### src/rtl/err_power_monitor.sv
// err_power_monitor: squares the adaptive-FIR error, smooths it with a leaky
// integrator to estimate error power, tracks the peak squared error and runs
// a hysteretic lock FSM that reports convergence.
//
// Handshake: i_valid qualifies i_error on the cycle it is high; there is no
// backpressure. Valid travels with the data through every pipeline stage,
// and o_power_valid is high for exactly the cycles in which o_power holds a
// freshly updated accumulator value.
module err_power_monitor #(
  parameter int NB_DATA  = 21,
  parameter int NBF_DATA = 20,
  parameter int NB_POW   = 24,
  parameter int SHIFT    = 6,
  parameter int HOLD     = 64
) (
  input  logic                       i_clk,
  input  logic                       i_rst,
  input  logic [NB_DATA-1:0]         i_error,
  input  logic                       i_valid,
  input  logic [NB_POW-1:0]          i_thr_lo,
  input  logic [NB_POW-1:0]          i_thr_hi,
  input  logic                       i_clear_peak,
  output logic [NB_POW-1:0]          o_power,
  output logic                       o_power_valid,
  output logic                       o_converged,
  output logic [NB_POW-1:0]          o_peak,
  output logic [1:0]                 o_dbg_state,
  output logic [$clog2(HOLD+1)-1:0]  o_dbg_cnt
);

  localparam int ACC_W  = NB_POW + SHIFT;
  localparam int CNT_W  = $clog2(HOLD + 1);
  // The square is S(42,40); keeping bits [2*NBF_DATA : SQ_LSB] gives U(NB_POW,NB_POW-1).
  localparam int SQ_LSB = 2 * NBF_DATA - NB_POW + 1;
  localparam logic [CNT_W-1:0] HOLD_C = CNT_W'(HOLD);

  typedef enum logic [1:0] {
    ST_UNLOCKED = 2'd0,
    ST_LOCKING  = 2'd1,
    ST_LOCKED   = 2'd2
  } state_e;

  logic signed [NB_DATA-1:0] err_q, err_d;
  logic                      vld1_q, vld1_d;
  logic [NB_POW-1:0]         sq_q, sq_d;
  logic                      vld2_q, vld2_d;
  logic [ACC_W-1:0]          acc_q, acc_d;
  logic                      pv_q, pv_d;
  logic [NB_POW-1:0]         peak_q, peak_d;
  state_e                    state_q, state_d;
  logic [CNT_W-1:0]          cnt_q, cnt_d;

  logic signed [2*NB_DATA-1:0] prod_c;
  logic [NB_POW-1:0]           sq_c;
  logic [ACC_W:0]              acc_sum_c;
  logic [CNT_W-1:0]            cnt_inc_c;

  // Datapath: input register, squaring, leaky integration and peak tracking.
  always_comb begin
    err_d     = err_q;
    vld1_d    = vld1_q;
    sq_d      = sq_q;
    vld2_d    = vld2_q;
    acc_d     = acc_q;
    pv_d      = pv_q;
    peak_d    = peak_q;
    prod_c    = '0;
    sq_c      = '0;
    acc_sum_c = '0;

    // Stage 1: capture the sample and its qualifier every cycle.
    err_d  = $signed(i_error);
    vld1_d = i_valid;

    // Stage 2: the square is never negative and at most 1.0, so the top bit is
    // always zero and floor truncation of the next NB_POW bits is exact at -1.0.
    prod_c = err_q * err_q;
    sq_c   = NB_POW'(prod_c >> SQ_LSB);
    sq_d   = sq_c;
    vld2_d = vld1_q;

    // Stage 3: acc <- acc - acc/2^SHIFT + sq, saturating at all-ones.
    acc_sum_c = {1'b0, acc_q - (acc_q >> SHIFT)} + {{(SHIFT + 1){1'b0}}, sq_q};
    if (vld2_q) begin
      acc_d = acc_sum_c[ACC_W] ? '1 : acc_sum_c[ACC_W-1:0];
    end
    pv_d = vld2_q;

    // Peak follows the stage-2 square; a clear restarts tracking from the
    // square being produced this cycle (or zero when there is none).
    if (i_clear_peak) begin
      peak_d = vld1_q ? sq_c : '0;
    end else if (vld1_q && (sq_c > peak_q)) begin
      peak_d = sq_c;
    end
  end

  // Lock FSM next-state: only advances on cycles carrying a fresh power value.
  always_comb begin
    state_d   = state_q;
    cnt_d     = cnt_q;
    cnt_inc_c = cnt_q + 1'b1;
    if (pv_q) begin
      case (state_q)
        ST_UNLOCKED: begin
          if (o_power < i_thr_lo) begin
            cnt_d   = CNT_W'(1);
            state_d = (HOLD == 1) ? ST_LOCKED : ST_LOCKING;
          end
        end
        ST_LOCKING: begin
          if (o_power >= i_thr_lo) begin
            cnt_d   = '0;
            state_d = ST_UNLOCKED;
          end else begin
            cnt_d = cnt_inc_c;
            if (cnt_inc_c == HOLD_C) begin
              state_d = ST_LOCKED;
            end
          end
        end
        ST_LOCKED: begin
          if (o_power > i_thr_hi) begin
            cnt_d   = '0;
            state_d = ST_UNLOCKED;
          end
        end
        default: begin
          cnt_d   = '0;
          state_d = ST_UNLOCKED;
        end
      endcase
    end
  end

  // All state registers, cleared asynchronously.
  always_ff @(posedge i_clk or negedge i_rst) begin
    if (!i_rst) begin
      err_q   <= '0;
      vld1_q  <= 1'b0;
      sq_q    <= '0;
      vld2_q  <= 1'b0;
      acc_q   <= '0;
      pv_q    <= 1'b0;
      peak_q  <= '0;
      state_q <= ST_UNLOCKED;
      cnt_q   <= '0;
    end else begin
      err_q   <= err_d;
      vld1_q  <= vld1_d;
      sq_q    <= sq_d;
      vld2_q  <= vld2_d;
      acc_q   <= acc_d;
      pv_q    <= pv_d;
      peak_q  <= peak_d;
      state_q <= state_d;
      cnt_q   <= cnt_d;
    end
  end

  assign o_power       = acc_q[ACC_W-1:SHIFT];
  assign o_power_valid = pv_q;
  assign o_converged   = (state_q == ST_LOCKED);
  assign o_peak        = peak_q;
  assign o_dbg_state   = state_q;
  assign o_dbg_cnt     = cnt_q;

endmodule

### config.mk
export PLATFORM = sky130hd
export DESIGN_NAME = err_power_monitor
export DESIGN_NICKNAME = d
export VERILOG_FILES = /design/src/rtl/err_power_monitor.sv
export SDC_FILE = /design/constraint.sdc
export NUM_CORES = 1
export LEC_CHECK = 0
export CAP_MARGIN = 15
export CORE_UTILIZATION = 35
export CTS_BUF_LIST = sky130_fd_sc_hd__clkbuf_8
export DETAILED_ROUTE_END_ITERATION = 7
export GPL_TIMING_DRIVEN = 0
export SYNTH_ARGS = -nofsm -noshare
export SYNTH_HDL_FRONTEND = slang
export SYNTH_SLANG_ARGS = --single-unit
### constraint.sdc
create_clock -name i_clk -period 17.3 [get_ports i_clk]
set_clock_uncertainty 0.15 [all_clocks]
set_input_delay 2.595 -clock i_clk [delete_from_list [all_inputs] [get_ports i_clk]]
set_output_delay 2.595 -clock i_clk [all_outputs]
set_load 0.02 [all_outputs]
======== Yosys cells after proc, flatten, opt, wreduce, memory -nomap -nowiden ========
Index checks and enable logic that the tools add are counted.
word-level totals
  bits in registers ....................... 111
  input bits .............................. 73
  output and inout bits ................... 59
  word-level logic and storage cells ...... 41
cells by class
  add/sub/neg operators ................... 3
  $mul .................................... 1
  magnitude comparators ................... 4
  eq/ne operators ......................... 6
  mux-type cells .......................... 13
  reduce and logical (&&, ||, !) cells .... 5
operator list
  operator                                                                 number
  24-bit two-way mux                                                       3
  24-bit > comparator                                                      2
  21-bit by 21-bit multiplier with 41-bit output                           1
  30-bit by 24-bit adder with 31-bit output                                1
  30-bit two-way mux                                                       1
  30-bit by 24-bit subtractor with 30-bit output                           1
  24-bit greater-or-equal comparator                                       1
  24-bit < comparator                                                      1
  7-bit two-way mux                                                        3
  7-bit one-hot mux with 3 select lines                                    1
  2-bit two-way mux                                                        4
  7-bit by 1-bit adder with 7-bit output, second input constant            1
  7-bit == test, second input constant                                     1
  2-bit one-hot mux with 3 select lines                                    1
  4-bit AND reduction                                                      1
  3-bit inequality test, second input constant                             1
  3-bit AND reduction                                                      1
  2-bit by 1-bit == test with 1-bit output, second input constant          1
  2-bit == test, second input constant                                     1
  2-bit zero test                                                          1
  2-bit by 1-bit inequality test with 1-bit output, second input constant  1
  2-bit inequality test, second input constant                             1
  2-bit nonzero test                                                       1
  1-bit logical AND                                                        1

======== Logic depth before layout (Yosys ltp) ========
  word-level depth ........................ 5
  mapped depth ............................ 42
  gate-level depth less buffers ........... 39

======== Least setup slack after synthesis ========
No wires, ideal clock.
  path kind ............................... flip-flop to flip-flop
  start ................................... reg err_q[17]
  end ..................................... reg peak_q[0], in the netlist o_peak[0]
  library setup time ...................... 83 ps
  arrival time ............................ 9240 ps
  required time ........................... 17067 ps
  slack ................................... 7828 ps
  stages on the path, launching flop included .. 41
  path buffers ............................ 4
  clock period less this slack ............ 9472 ps
  path through ............................ dfrtp_1 clkbuf_1 clkbuf_1 nand2_1 fa_1 inv_1 fa_1 inv_1 fa_1 inv_1 fa_1 fa_1 fa_1 inv_1 fa_1 inv_1 ha_1 a21o_1 [5 not listed] o31ai_1 a2111o_1 nand2_1 xnor2_1 ha_1 a21o_1 a21o_1 a21o_1 a21oi_1 nor2b_1 o21ai_0 nand2b_1 a221o_1 a31oi_1 clkbuf_1 clkbuf_1 nand2_1 o21ai_0
on the way
  longest elaborated chain between the ends .. 4
  elaborated cells between the ends (all ways) .. 7
  classes of those cells .................. mul (1); order compare (1); mux (3); reduce/logical (2)
RTL lines
  what                                            RTL line  source
  start: declaration                              43        logic signed [NB_DATA-1:0] err_q, err_d;
  start signal: assignment                        149       err_q <= err_d;
  21-bit by 21-bit multiplier with 41-bit output  77        prod_c = err_q * err_q;
  via prod_c[34]                                  53        logic signed [2*NB_DATA-1:0] prod_c;
  24-bit > comparator                             93        end else if (vld1_q && (sq_c > peak_q)) begin
  1-bit logical AND                               93
  2-bit nonzero test (no source line)             n/a
  end signal: assignment                          155       peak_q <= peak_d;
  end: declaration                                49        logic [NB_POW-1:0] peak_q, peak_d;
The timed path passes the listed nets, and every way through them passes these cells. The select of a mux whose other input is x is not followed.
A chain may end at the register's enable or synchronous reset.

======== Worst setup path in the final report ========
Same ends and word-level chain as after synthesis.

==> flow_summary.ini <==
[setup_path]
critPathKind = flip-flop to flip-flop
crit_family = adder cells
worstPathMaxFanout = 10
max_stage_delay_ns = 0.68
r2r_start = err_q[17]$_DFF_PN0_
path_common_cell = fa_1
cpMaxStageDelayCell = clkbuf_1
arrival_ns = 12.09
critPathCaptureType = flip-flop
cp.required_ns = 17.52
r2r_slack_ns = 5.43
reg2reg_to = o_peak[0]$_DFFE_PN0P_
start_kind = flip-flop
cp.buffers_inverters = 7
rr_worst_depth = 38

[grt]
gr-total-overflow = 0
grt_max_degree = 61
antenna_found_initial = 1
grt_pass1_vias = 18500
grt_pass1_wl_um = 98700
grt_use_total = 0.192

[synth]
synth_edf_count = 0
netlist_instances = 2442
ys_types = 70
synth_warnings = 0
synth.avg_cell_area_sq_um = 9.22
ys.flop_type = dfrtp_1
synth-seq-cells = 111
syn-num-nets = 3168
async_flop_share = 1.00
synth_area_sq_um = 22500
yosysSeqAreaShare = 0.123

[clock_network]
cts_resized = 0
post-cts-setup-buffers = 0
cts_buffers = 9
clock-sinks = 111
clock_path_buffers = 2
clkSlewWorstSetupHoldPaths_ns = 0.16
worstSkewPairLatency_ns = 0.46
cts_hold_buf = 0
cts_tree = yes
cts-root-buf = clkbuf_8
htree_levels = 3

[min_path]
worstHoldStart = vld1_q$_DFF_PN0_
holdPathStages = 0
min_path_type = flip-flop to flip-flop
min_to = pv_d$_DFF_PN0_

[place]
place_inst = 3420
gp_congestion = 0.931
hpwl_um = 51200
numPortBuffers = 131

[drt]
wl_met1_um = 26600
vias = 16700
wl_per_cell_um = 17.6
drt_pass1_iterations = 5
drc = 0
drt.antenna.violating_nets = 0
met2_length_um = 29500
wl_met3_um = 3180
initialDrtViolationCount = 994
drt-total-wl_um = 60500
topRoutingLayerUsed = met4
viasPerCell = 4.86

[layout]
fin_cells = 3437
nFillCells = 6314
drive_gt1_frac = 0.0247
nets = 3311
syn2layout_area_growth_pct = 11.6

[timing]
fin_crit_ns = 11.87
max_freq_ghz = 0.0842
rsz0062_at_grt = false
slew_headroom = 0.356
finalSetupTns_ns = 0
setup_viol = 0
drv_slew = 0
finalCritPeriodShare = 0.686
finalHoldViolCount = 0
worst_pin_slew_ns = 0.966

[floorplan]
core_sq_um = 63300
dieArea_sq_um = 65300
ios = 132
die_y_um = 256
die_x_um = 256
fp-row-count = 92
start_util = 0.356

[outcome]
outcome = completed

[run]
cap_violations = 0
==> kinds of logic after synthesis <==
logic type               synth area share
AO/OA/AOI/OAI                       0.106
XOR/XNOR                           0.0338
adder cells (fa/ha/maj)             0.501
multiplexers                      0.00322
AND/OR/NAND/NOR                     0.110
buffers and inverters               0.124
flip-flops                          0.123
==> synthesized netlist by cell type (4+ instances only) <==
cell type / instances / share of area
nor3_1: 18 / 0.0040
xor2_1: 27 / 0.011
a31oi_1: 14 / 0.0039
and4_1: 5 / 0.0019
o31a_1: 4 / 0.0016
nand3_1: 26 / 0.0058
o2111ai_1: 4 / 0.0016
o31ai_1: 4 / 0.0013
or2_2: 4 / 0.0011
o21a_1: 22 / 0.0073
buf_2: 4 / 0.00089
xnor2_1: 60 / 0.023
buf_4: 25 / 0.0083
a211oi_1: 10 / 0.0033
and3_1: 10 / 0.0028
ha_1: 240 / 0.13
clkbuf_1: 52 / 0.0087
dfrtp_1: 111 / 0.12
o21bai_1: 5 / 0.0017
fa_1: 413 / 0.37
nor2_1: 85 / 0.014
mux2i_1: 5 / 0.0022
o21ai_0: 60 / 0.013
nand4_1: 20 / 0.0056
nand2_1: 195 / 0.033
a21oi_1: 76 / 0.017
nor2b_1: 20 / 0.0056
o21ai_1: 36 / 0.0080
a2111oi_0: 5 / 0.0019
inv_1: 630 / 0.11
or3_1: 6 / 0.0017
nand2b_1: 24 / 0.0067
a22o_1: 9 / 0.0035
o211ai_1: 10 / 0.0033
a211o_1: 8 / 0.0031
and2_1: 87 / 0.024
a21o_1: 56 / 0.019
==> final cells by class <==
| type | instances | area [sq um] | share of cell area |
|---|---|---|---|
| Buffer | 83 | 410 | 0.0163 |
| Sequential cell | 111 | 2780 | 0.111 |
| Clock buffer | 9 | 124 | 0.00493 |
| Tap cell | 846 | 1060 | 0.0421 |
| Antenna cell | 1 | 2.50 | 0.0000996 |
| Timing Repair Buffer | 132 | 1340 | 0.0533 |
| Clock inverter | 7 | 96.3 | 0.00383 |
| Multi-Input combinational cell | 1616 | 17000 | 0.674 |
| Inverter | 632 | 2370 | 0.0944 |
==> placed cells by master, fill, tap and decap left out, types with 25 or more instances in the layout <==
master           count
clkbuf_1            52
o21ai_0             60
nand2_1            195
xnor2_1             60
nor2_1              85
and2_1              87
buf_4               25
a21o_1              56
a21oi_1             76
fa_1               413
o21ai_1             36
nand3_1             26
dfrtp_1            111
xor2_1              27
inv_1              630
clkdlybuf4s50_1    130
ha_1               240
==> per-layer routing <==
layer	track usage	vias up
met3	0.0270	67
met5	0	-
met4	0.0413	0
met1	0.252	8350
li1	-	7834
met2	0.335	436
==> how the worst max path moves through the flow <==
stage / start / cells after the start / end
after floorplan: err_q[17]$_DFF_PN0_ / 40 / o_peak[0]$_DFFE_PN0P_
after global placement: err_q[17]$_DFF_PN0_ / 38 / o_peak[0]$_DFFE_PN0P_
after detailed placement: err_q[12]$_DFF_PN0_ / 40 / o_peak[9]$_DFFE_PN0P_
after CTS: err_q[12]$_DFF_PN0_ / 40 / o_peak[0]$_DFFE_PN0P_
after global routing: err_q[17]$_DFF_PN0_ / 40 / o_peak[15]$_DFFE_PN0P_
final: err_q[17]$_DFF_PN0_ / 38 / o_peak[0]$_DFFE_PN0P_
==> flip-flops by register name, summed over array words and instances, names as in the netlist <==
register	cells
acc_q	30
o_peak	24
sq_q	24
err_q	21
o_dbg_cnt	7
o_dbg_state	2
o_power_valid	1
pv_d	1
vld1_q	1
==> worst reg2reg max path, delay by kind of cell, from the launching register on <==
kind	cells	cell delay [ns]
buffers and inverters	7	2.32
and+or+nand+nor	8	1.27
AOI/OAI and AO/OA	13	2.93
DFF	1	0.58
adders and majority gates	9	4.20
xor gates and xnor gates	1	0.33
==> stage by stage <==
step / setup slack, ns / hold WS [ns] / utilization / instance area [sq um]
after global routing: 4.92 / 0.254 / 0.397 / 25100
after detailed placement: 5.48 / 0.250 / 0.393 / 24900
after floorplan: 7.83 / 0.199 / - / 22500
final: 5.43 / 0.234 / 0.397 / 25100
after global placement: 5.56 / 0.244 / 0.393 / 24900
after CTS: 5.41 / 0.237 / 0.397 / 25100
Power is not shown: default switching activity piles up to over one toggle a cycle in this logic, so the estimate is an artifact.
